--- src/rtl/barcode_reader.sv ---
// -----------------------------------------------------------------------------
// barcode_reader
//   Receive end of the station barcode link. Decodes the pulse-width coded
//   serial BC line into an 8-bit station ID for the navigation control.
//
//   Line code: every cell begins with a falling edge of BC. The start cell is
//   low for P/2. That low time is measured and stored as dur. Each of the 8
//   data cells (MSB first) is then sampled dur clocks after its falling edge:
//   a '1' (low P/4) reads high there, and a '0' (low 3P/4) reads low.
//
//   Handshake: ID_vld rises for one new, valid ID and stays high until the
//   consumer pulses clr_ID_vld, or until a new start bit arrives. If a new ID
//   is set in the same cycle as clr_ID_vld, the set wins. ID holds its value
//   between valid frames.
//
// Ports
//   clk         in   1  system clock
//   rst         in   1  asynchronous, active-high reset
//   BC          in   1  raw serial barcode line, idles high, asynchronous
//   clr_ID_vld  in   1  consumer has read ID; drop ID_vld
//   ID          out  8  last valid station ID
//   ID_vld      out  1  ID holds a valid, unconsumed station ID
//   busy        out  1  a frame is being decoded (state != IDLE)
// -----------------------------------------------------------------------------
module barcode_reader #(
    parameter int CNT_W   = 22,
    parameter int MIN_LOW = 16
) (
    input  logic       clk,
    input  logic       rst,
    input  logic       BC,
    input  logic       clr_ID_vld,
    output logic [7:0] ID,
    output logic       ID_vld,
    output logic       busy
);

    typedef enum logic [2:0] {
        IDLE      = 3'd0,
        START     = 3'd1,
        WAIT_FALL = 3'd2,
        SAMPLE    = 3'd3,
        DONE      = 3'd4
    } state_t;

    localparam logic [CNT_W-1:0] MIN_LOW_C = CNT_W'(MIN_LOW);
    localparam logic [CNT_W-1:0] ONE_C     = CNT_W'(1);

    state_t           state, state_nxt;
    logic             bc_q1, bc_q2, bc_q3;
    logic             bc_s, fall;
    logic [CNT_W-1:0] cnt, cnt_nxt;
    logic [CNT_W-1:0] dur, dur_nxt;
    logic [7:0]       shft, shft_nxt;
    logic [3:0]       bitcnt, bitcnt_nxt;
    logic             cnt_max;
    logic             clear_vld;
    logic             frame_end;
    logic             set_vld;

    // Two flops resynchronise BC, and the third flop holds the previous
    // synchronised level for edge detection. All three reset to 1 (idle
    // line), so a fall cannot be seen just because reset was released.
    always_ff @(posedge clk or posedge rst) begin
        if (rst) begin
            bc_q1 <= 1'b1;
            bc_q2 <= 1'b1;
            bc_q3 <= 1'b1;
        end else begin
            bc_q1 <= BC;
            bc_q2 <= bc_q1;
            bc_q3 <= bc_q2;
        end
    end

    assign bc_s      = bc_q2;
    assign fall      = bc_q3 & ~bc_q2;
    assign cnt_max   = &cnt;
    assign busy      = (state != IDLE);
    assign frame_end = (state == DONE);
    // Frames whose two MSBs are not 00 are out of the station ID range.
    assign set_vld   = frame_end && (shft[7:6] == 2'b00);

    always_ff @(posedge clk or posedge rst) begin
        if (rst) begin
            state  <= IDLE;
            cnt    <= '0;
            dur    <= '0;
            shft   <= '0;
            bitcnt <= '0;
        end else begin
            state  <= state_nxt;
            cnt    <= cnt_nxt;
            dur    <= dur_nxt;
            shft   <= shft_nxt;
            bitcnt <= bitcnt_nxt;
        end
    end

    always_comb begin
        state_nxt  = state;
        cnt_nxt    = cnt;
        dur_nxt    = dur;
        shft_nxt   = shft;
        bitcnt_nxt = bitcnt;
        clear_vld  = 1'b0;

        case (state)
            IDLE: begin
                if (fall) begin
                    cnt_nxt   = '0;
                    clear_vld = 1'b1;
                    state_nxt = START;
                end
            end
            START: begin
                if (bc_s) begin
                    if (cnt < MIN_LOW_C) begin
                        state_nxt = IDLE;
                    end else begin
                        dur_nxt    = cnt;
                        bitcnt_nxt = '0;
                        state_nxt  = WAIT_FALL;
                    end
                end else if (cnt_max) begin
                    state_nxt = IDLE;
                end else begin
                    cnt_nxt = cnt + ONE_C;
                end
            end
            WAIT_FALL: begin
                if (fall) begin
                    cnt_nxt   = '0;
                    state_nxt = SAMPLE;
                end else if (cnt_max) begin
                    state_nxt = IDLE;
                end else begin
                    cnt_nxt = cnt + ONE_C;
                end
            end
            SAMPLE: begin
                // Falls before the sample point are ignored. Only the sample
                // point decides the bit.
                if (cnt == dur) begin
                    shft_nxt   = {shft[6:0], bc_s};
                    bitcnt_nxt = bitcnt + 4'd1;
                    cnt_nxt    = '0;
                    state_nxt  = (bitcnt == 4'd7) ? DONE : WAIT_FALL;
                end else if (cnt_max) begin
                    state_nxt = IDLE;
                end else begin
                    cnt_nxt = cnt + ONE_C;
                end
            end
            DONE: begin
                state_nxt = IDLE;
            end
            default: begin
                state_nxt = IDLE;
            end
        endcase
    end

    always_ff @(posedge clk or posedge rst) begin
        if (rst) begin
            ID     <= 8'h00;
            ID_vld <= 1'b0;
        end else begin
            if (set_vld) begin
                ID <= shft;
            end
            if (set_vld) begin
                ID_vld <= 1'b1;
            end else if (clr_ID_vld || clear_vld) begin
                ID_vld <= 1'b0;
            end
        end
    end

endmodule

--- config.mk ---
export PLATFORM = sky130hd
export DESIGN_NAME = barcode_reader
export DESIGN_NICKNAME = d
export VERILOG_FILES = /design/src/rtl/barcode_reader.sv
export SDC_FILE = /design/constraint.sdc
export NUM_CORES = 1
export LEC_CHECK = 0
export ABC_AREA = 1
export BUFFER_PORTS_ARGS = -buffer_cell sky130_fd_sc_hd__buf_2
export CORE_ASPECT_RATIO = 1.1
export CORE_MARGIN = 4
export CORE_UTILIZATION = 60
export CTS_CLUSTER_DIAMETER = 30
export CTS_CLUSTER_SIZE = 28
export DETAILED_ROUTE_END_ITERATION = 8
export PLACE_DENSITY = 0.78
export SLEW_MARGIN = 10
export SYNTH_ARGS = -nofsm -noshare
export SYNTH_HDL_FRONTEND = slang
export SYNTH_SLANG_ARGS = --single-unit
export TNS_END_PERCENT = 30
--- constraint.sdc ---
create_clock -name clk -period 4.4 [get_ports clk]
set_clock_uncertainty 0.2 [all_clocks]
set_input_delay 0 -clock clk [delete_from_list [all_inputs] [get_ports clk]]
set_output_delay 0 -clock clk [all_outputs]
set_load 0.1 [all_outputs]
==> results of run 1 <==
sequential cells by signal, indices dropped and copies added (netlist names):
register and count:
shft 8, ID_vld 1, bc_q1 1, cnt 22, bc_q2 1, ID 8, dur 22, bc_q3 1
state 3, bitcnt 4
cell type report:
cell class                      count  area share [%]
Sequential cell                    71            41.6
Multi-Input combinational cell    365            39.2
Inverter                          103            9.10
Clock buffer                        9            2.90
Timing Repair Buffer               18            2.57
Tap cell                           80            2.34
Clock inverter                      7            2.28
worst min path at each step:
stage / start / end / slack, ps / depth (start not counted)
5_1_grt: rst / ID[5] / 60 / 3
2_1_floorplan: BC / bc_q1 / -200 / 0
3_5_place_dp: rst / ID[5] / -150 / 2
3_3_place_gp: rst / ID[5] / -160 / 2
4_1_cts: rst / ID[5] / 30 / 3
6_report: rst / ID[5] / 10 / 3
worst min-delay path: stages:
cell and delay [ps]:
dlygate4sd3_1 530, buf_2 120, inv_2 350
where the power goes:
part / switching (mW) / internal (mW)
registers: 0.0275 / 0.675
clock network: 0.263 / 0.320
logic: 0.256 / 0.0842
total: 0.546 / 1.08
through the flow:
stage	std cells	instance area, µm²	setup slack, ps
after global placement	634	4030	2000
final	653	4280	1860
after floorplan	548	3890	2410
after CTS	653	4280	1850
after global routing	653	4280	1610
after detailed placement	634	4030	1890
cell families after synthesis:
| logic type | after synthesis | share of synthesized area (%) |
|---|---|---|
| buffers and inverters | 112 | 11.3 |
| flip-flops | 71 | 45.7 |
| AND/OR/NAND/NOR | 304 | 33.8 |
| XOR/XNOR | 9 | 2.02 |
| adder cells (fa/ha/maj) | 2 | 0.642 |
| AO/OA/AOI/OAI | 50 | 6.59 |
synth_stat cells (all sizes together):
master / instances / area, µm²
nand2: 184 / 701
nand3b: 1 / 7.51
nand3: 38 / 220
nor2: 57 / 241
nand4: 19 / 119
inv: 103 / 389
dfstp: 3 / 78.8
dfrtp: 68 / 1700
o2111ai: 1 / 8.76
ha: 2 / 25.0
nor3: 4 / 20.0
buf: 5 / 35.0
o21ai: 44 / 220
xor2: 6 / 52.6
or2: 1 / 6.26
a21oi: 4 / 20.0
o31ai: 1 / 7.51
clkbuf: 4 / 15.0
xnor2: 3 / 26.3
per-layer routing:
layer / global-route usage [%] / vias to the layer above / part of all wire, %
met5: 0 / - / 0
met4: 10.8 / 0 / 2.2
met3: 4.36 / 29 / 6.1
met2: 42.2 / 134 / 50
met1: 27.4 / 1622 / 42
li1: - / 1734 / -
timing repair:
item	in CTS	in global routing
hold buffers	3	0
endpoints found under the setup margin	0	0
hold endpoints to repair	26	0
==> results.txt, run 1 <==
status: complete, no violations
number of global-route vias before repair: 3385
layout cells sized above 1: 11.3%
Final ANT Viol Nets: 0
Net Count, Synth: 554
setup TNS: 0 ps
min-delay worst type: in2async
CTS root buf: clkbuf_8
worst r2r path cells: 10
Setup CP Type: reg2reg
Final Critical Period: 2540 ps
Clk Latency, worst-skew pair: 350 ps
Final Setup Violations: 0
leakage: 2.24 nW
CP Capture Type: flip-flop
Routed WL per cell: 13.3 µm
FMAX: 393 MHz
Die Wd: 84.8 µm
Fin. Hold Viols: 0
Max VDD drop: 0.000394 V
Critical Path Sink: bitcnt[1]
sequential area share after synthesis: 45.7%
critical path data required time: 4490 ps
number of diodes: 0
Die Footprint: 0.00785 mm²
first-pass GRT wire length: 14900 µm
CP max FO: 25
CORE AREA: 0.00623 mm²
CP startpoint: cnt[6]
drt drc: 0
worst slew pin tran: 690 ps
WP depth: 10
post-CTS setup buffers: 0
Netlist cell types: 31
Remaining Overflow, GRT: 0
total track usage: 23.7%
1st-iter DRT viols: 345
Cells after Synth: 548
WHS: 13.0 ps
slowest stage delay, CP: 520 ps
Register-to-Register Setup Slack: 1860 ps
largest net degree at the start of global routing: 48
Layout Area Growth over Synthesis: 9.80%
Max Cap Viol: 0
CP arrival: 2630 ps
Worst path top cell family by delay: simple AND/OR/NAND/NOR gates
PortBufs: 13
Post-DP HPWL: 6000 µm
CP most frequent cell: nand2_1
CTS Buf Count: 9
Final Util: 68.6%
worst r2r src: cnt[6]
total number of vias: 3519
area of the multi-input gates: 0.00168 mm²
CTS sink count: 71
antenna violations before repair: 0
CP max stage cell: nand2_1
Final Power: 1.62 mW
GPL Wtd Cong: 0.959
H-tree levels: 3
relative slew slack: 53.9%
Fillers: 537
RSZ-0062 raised after global routing: false
Mapped Avg Cell Area: 7.11 µm²
register bit total from synthesis: 71
Layout Nets: 574
Seq. cell area: 0.00178 mm²
Vias/cell: 5.39
most frequent cells in the layout: nand2_1, inv_1, dfrtp_1
RR Endpoint: bitcnt[1]
synth warn: 0
TritonRoute pass-1 iters: 7
wirelength, routed: 8680 µm
worst path cell trace: inv_1 > nand4_1 > nor2_1 > nand3_1 > nand2_1 > buf_4 > inv_1 > nor2_1 > nand2_1 > nand2_1
Final Max Slew Viols: 0
Die H: 92.5 µm
synthesized area: 0.00389 mm²
num ports: 14
clock-pin transition on the worst setup and hold timing paths: 80 ps
Initial Util: 62.5%
Max clock buf depth: 2
CP bufs+invs: 3
CTS tree: built
Resize count post-CTS: 0
CP startpoint kind: flip-flop
PD cells: 380 mW/mm²
# rows: 30
most common cell after layout, fill and taps aside: nand2_1
Final Cycle Share: 57.8%
(Power assumes the default switching activity.)
==> inputs of run 2 (changes only) <==
ABC_AREA = 0   (was 1)
clock period = 2.4 ns   (was 4.4 ns; I/O delays follow)
==> results.txt, run 2 <==
Vias/cell: 5.60
1st-iter DRT viols: 117
PD cells: 725 mW/mm²
Post-synth top cells: dfrtp_1, nor2_1, mux2_2
Cells after Synth: 318
H-tree levels: 3
leakage: 2.07 nW
worst slew pin tran: 576 ps
# rows: 28
Die Footprint: 0.00715 mm²
Largest regs: cnt (22), dur (22)
CTS Buf Count: 9
Layout Nets: 352
FMAX: 438 MHz
PortBufs: 13
CTS root buf: clkbuf_8
highest metal used: met4
CP startpoint kind: flip-flop
min-delay worst type: in2async
Area contributors post-synth: dfrtp_1, mux2_2, xor2_1
most frequent cells in the layout: dfrtp_1, nor2_1, mux2_2
CP arrival: 2320 ps
critical path data required time: 2440 ps
CP max FO: 5
Mapped Avg Cell Area: 11.1 µm²
Max Cap Viol: 0
Final Util: 73.1%
Initial Util: 63.6%
Final Cycle Share: 95.1%
total number of vias: 2385
RSZ-0062 raised after global routing: true
FFs w/ async S/R, synth: 100%
Remaining Overflow, GRT: 0
CP most frequent cell: nand3_1
first-pass GRT wire length: 12400 µm
Max clock buf depth: 2
Routed WL per cell: 16.7 µm
relative slew slack: 61.5%
largest net degree at the start of global routing: 45
Fin. Hold Viols: 0
total track usage: 23.1%
most common cell after layout, fill and taps aside: dfrtp_1
Die H: 88.3 µm
Max VDD drop: 0.000508 V
met3 wire length: 221 µm
Synth top area share: 48.4%
wirelength, routed: 7110 µm
CTS tree: built
drt drc: 0
Final ANT Viol Nets: 0
Net Count, Synth: 324
Synth Flop Type: dfrtp_1
Setup WS pre-CTS: 86.2 ps
cell with the most instances after synthesis: dfrtp_1
register bit total from synthesis: 71
sequential area share after synthesis: 50.6%
worst path cell trace: buf_4 > nand3_1 > nor4_2 > nand3_1 > nand3b_1 > a21oi_1 > a211o_1
Metal-1 WL: 3110 µm
setup TNS: 0 ps
clock-pin transition on the worst setup and hold timing paths: 80 ps
Final Max Slew Viols: 0
CP Capture Type: flip-flop
Clk Latency, worst-skew pair: 350 ps
number of diodes: 0
synthesized area: 0.00352 mm²
status: complete, no violations
Layout Area Growth over Synthesis: 15.0%
num ports: 14
synth warn: 0
Netlist cell types: 43
CTS sink count: 71
Fillers: 412
Final Critical Period: 2280 ps
Die Wd: 81.0 µm
Setup CP Type: reg2reg
Final Setup Violations: 0
number of global-route vias before repair: 2546
final worst setup slack: 117 ps
antenna violations before repair: 0
CP max stage cell: nor4_2
TritonRoute pass-1 iters: 4
slowest stage delay, CP: 550 ps
Post-synth EDFFs: 0
CORE AREA: 0.00554 mm²
layout cells sized above 1: 30.5%
met2 WL post-DR: 3630 µm
GPL Wtd Cong: 1.01
area leader, netlist: dfrtp_1
Post-DP HPWL: 5070 µm
==> run 2: worst max-delay path: cells and delay by family (launching register included) <==
kind            cells  cell delay (ps)
flops               1              380
simple gates        4             1160
buf+inv             1              150
compound gates      2              290
==> run 2: layout make-up <==
cell class,instances,area [µm²],share of cell area [%]
well taps,75,93.8,2.32
inverters,4,15.0,0.371
clock inverters,5,129,3.18
flip-flops and latches,71,1780,44.0
multi-input cells,221,1590,39.4
repair buffers,39,293,7.24
clock buffers,11,141,3.49
==> run 2: per-stage QoR <==
stage | hold WS [ps] | total power, mW | std cells | cell area (µm²)
final | 77.6 | 2.94 | 426 | 4050
after detailed placement | -105 | 1.67 | 407 | 3720
after CTS | 70.9 | 2.95 | 426 | 4020
after global placement | -108 | 1.66 | 407 | 3720
after floorplan | -196 | 1.57 | 318 | 3520
after global routing | 104 | 3.05 | 426 | 4050
==> run 2: where the power goes <==
part	internal, mW	switching (mW)	leakage, nW	total, mW
clock	0.826	0.443	0.134	1.27
combinational	0.139	0.226	0.959	0.365
sequential	1.24	0.0596	0.975	1.30
total	2.21	0.729	2.07	2.94
==> run 2: per-layer routing <==
layer / global-route usage [%] / vias up
li1: - / 1149
met5: 0 / -
met4: 9.06 / 0
met3: 5.70 / 15
met1: 28.3 / 1184
met2: 39.4 / 37
==> run 2: cells by family (layout without fill, tap and decap cells) <==
logic type / Yosys count / in the layout / synth area share [%]
simple gates: 119 / 119 / 17.1
fa+ha+maj: 2 / 2 / 0.711
compound gates: 21 / 21 / 4.52
mux: 37 / 37 / 11.8
flops: 71 / 71 / 50.6
xor+xnor: 42 / 42 / 10.5
buf+inv: 26 / 59 / 4.80
==> run 2: worst paths after layout <==
check | slack (ps) | startpoint | cells past startpoint | end
worst min register to register | 160 | bc_q1 | 0 | bc_q2
min in group clk | 90 | BC | 2 | bc_q1
max in group asynchronous | 1290 | rst | 4 | dur[18]
worst max-delay path | 120 | cnt[17] | 7 | state[1]
worst max register to register | 120 | cnt[17] | 7 | state[1]
worst min-delay path | 80 | rst | 3 | ID[5]
==> run 2: timing repair <==
item / in CTS / in global routing
hold endpoints to repair: 73 / 0
setup endpoints to repair: 0 / 23
resized for setup: 0 / 5
buffers inserted: 0 / 0
hold buffers: 3 / 0
==> inputs of run 3 (changes only) <==
clock period = 2.8 ns   (was 2.4 ns; I/O delays follow)
==> results.txt, run 3 (synthesized netlist as in run 2, its figures left out) <==
# rows: 28
clock-pin transition on the worst setup and hold timing paths: 70 ps
Fin. Hold Viols: 0
1st-iter DRT viols: 194
min-delay worst type: in2async
Finished Layout Cells: 409
leakage: 1.94 nW
Layout Nets: 335
worst r2r src: cnt[3]
Initial Util: 63.6%
FMAX: 403 MHz
CTS sink count: 71
Die Wd: 81.0 µm
antenna violations before repair: 0
CTS root buf: clkbuf_8
Final Setup Violations: 0
drt drc: 0
most frequent cells in the layout: dfrtp_1, nor2_1, mux2_2
final worst setup slack: 319 ps
Max Cap Viol: 0
Clock power frac: 36.7%
TritonRoute pass-1 iters: 4
DP Area: 0.00359 mm²
Pint: 1.58 mW
Final Util: 68.9%
RSZ-0062 raised after global routing: false
Gate power share: 12.0%
total track usage: 22.3%
worst path cell trace: xor2_1 > nor4_1 > nand4_1 > nor3_2 > buf_4 > mux2_2
Final Cycle Share: 88.6%
Register-to-Register Setup Slack: 320 ps
Setup WS pre-CTS: 350 ps
critical path data required time: 2840 ps
CP Capture Type: flip-flop
number of global-route vias before repair: 2483
Remaining Overflow, GRT: 0
num ports: 14
Largest regs: cnt (22), dur (22)
worst slew pin tran: 650 ps
H-tree levels: 3
Routed WL per cell: 16.4 µm
PD cells: 575 mW/mm²
setup TNS: 0 ps
Max VDD drop: 0.000481 V
number of diodes: 0
first-pass GRT wire length: 11900 µm
Die H: 88.3 µm
most common cell after layout, fill and taps aside: dfrtp_1
switching share of power: 27.7%
CP max FO: 11
slowest stage delay, CP: 460 ps
Max clock buf depth: 2
Vias/cell: 5.76
Seq. cell area: 0.00178 mm²
total number of vias: 2356
post-CTS setup buffers: 0
Final Max Slew Viols: 0
CTS Buf Count: 9
PortBufs: 13
wirelength, routed: 6720 µm
Psw: 607 µW
Final Critical Period: 2480 ps
CP arrival: 2520 ps
Post-DP HPWL: 4610 µm
final non-filler cell area: 0.00381 mm²
Fillers: 456
CORE AREA: 0.00554 mm²
CP max stage cell: dfrtp_1
Setup CP Type: reg2reg
status: complete, no violations
area of the multi-input gates: 0.00157 mm²
worst r2r path cells: 6
WHS: 84.1 ps
Clk Latency, worst-skew pair: 350 ps
relative slew slack: 56.6%
CTS tree: built
sequential power share: 51.2%
Die Footprint: 0.00715 mm²
Final Power: 2.19 mW
GPL Wtd Cong: 0.857
layout cells sized above 1: 25.1%
Layout Area Growth over Synthesis: 8.39%
CP startpoint kind: flip-flop
largest net degree at the start of global routing: 42
DP Cell Count: 390
Final ANT Viol Nets: 0
RR Endpoint: shft[4]
-- run 3: cell count changes in the layout (fill, tap and decap cells not counted), sizes merged --
cell	before	now
buf	36	19
bufinv	4	1
clkinv	1	3
clkbuf	11	12
-- run 3: layer usage --
layer / part of all wire [%] / track usage (%) / vias to the layer above
met5: 0 / 0 / -
met4: 2.0 / 10.6 / 0
met3: 4.0 / 4.58 / 11
met2: 51 / 37.2 / 51
met1: 43 / 27.6 / 1180
li1: - / - / 1114
-- run 3: timing repair --
action	in CTS	in global routing
hold buffers	3	0
endpoints found under the hold margin	32	0
resized for setup	0	0
setup endpoints to repair	0	0
-- run 3: critical path: cells and delay by family, from the launching register on --
| kind | cells | cell delay, ps |
|---|---|---|
| AND/OR/NAND/NOR | 3 | 930 |
| flip-flops | 1 | 460 |
| multiplexers | 1 | 350 |
| buffers and inverters | 1 | 220 |
| XOR/XNOR | 1 | 210 |
-- run 3: how the worst max path moves through the flow --
stage               endpoint  slack (ps)   start
floorplan            shft[0]         620  cnt[3]
global placement     shft[1]         370  cnt[3]
detailed placement   shft[4]         350  cnt[3]
CTS                  shft[4]         330  cnt[3]
global route         shft[2]         180  cnt[3]
finish               shft[4]         320  cnt[3]
-- run 3: layout make-up --
type | count | area share, %
timing repair buffer | 22 | 4.33
tap | 75 | 2.46
clock buffer | 12 | 3.81
inverter | 4 | 0.394
sequential | 71 | 46.7
clock inverter | 4 | 1.18
multi-input combinational | 221 | 41.1
-- run 3: power by group through the flow --
| stage | logic [mW] | registers, mW | clock network, mW |
|---|---|---|---|
| global placement | 0.256 | 1.14 | 0 |
| detailed placement | 0.261 | 1.14 | 0 |
| global route | 0.302 | 1.13 | 0.864 |
| finish | 0.264 | 1.12 | 0.805 |
| CTS | 0.266 | 1.12 | 0.821 |
| floorplan | 0.225 | 1.12 | 0 |
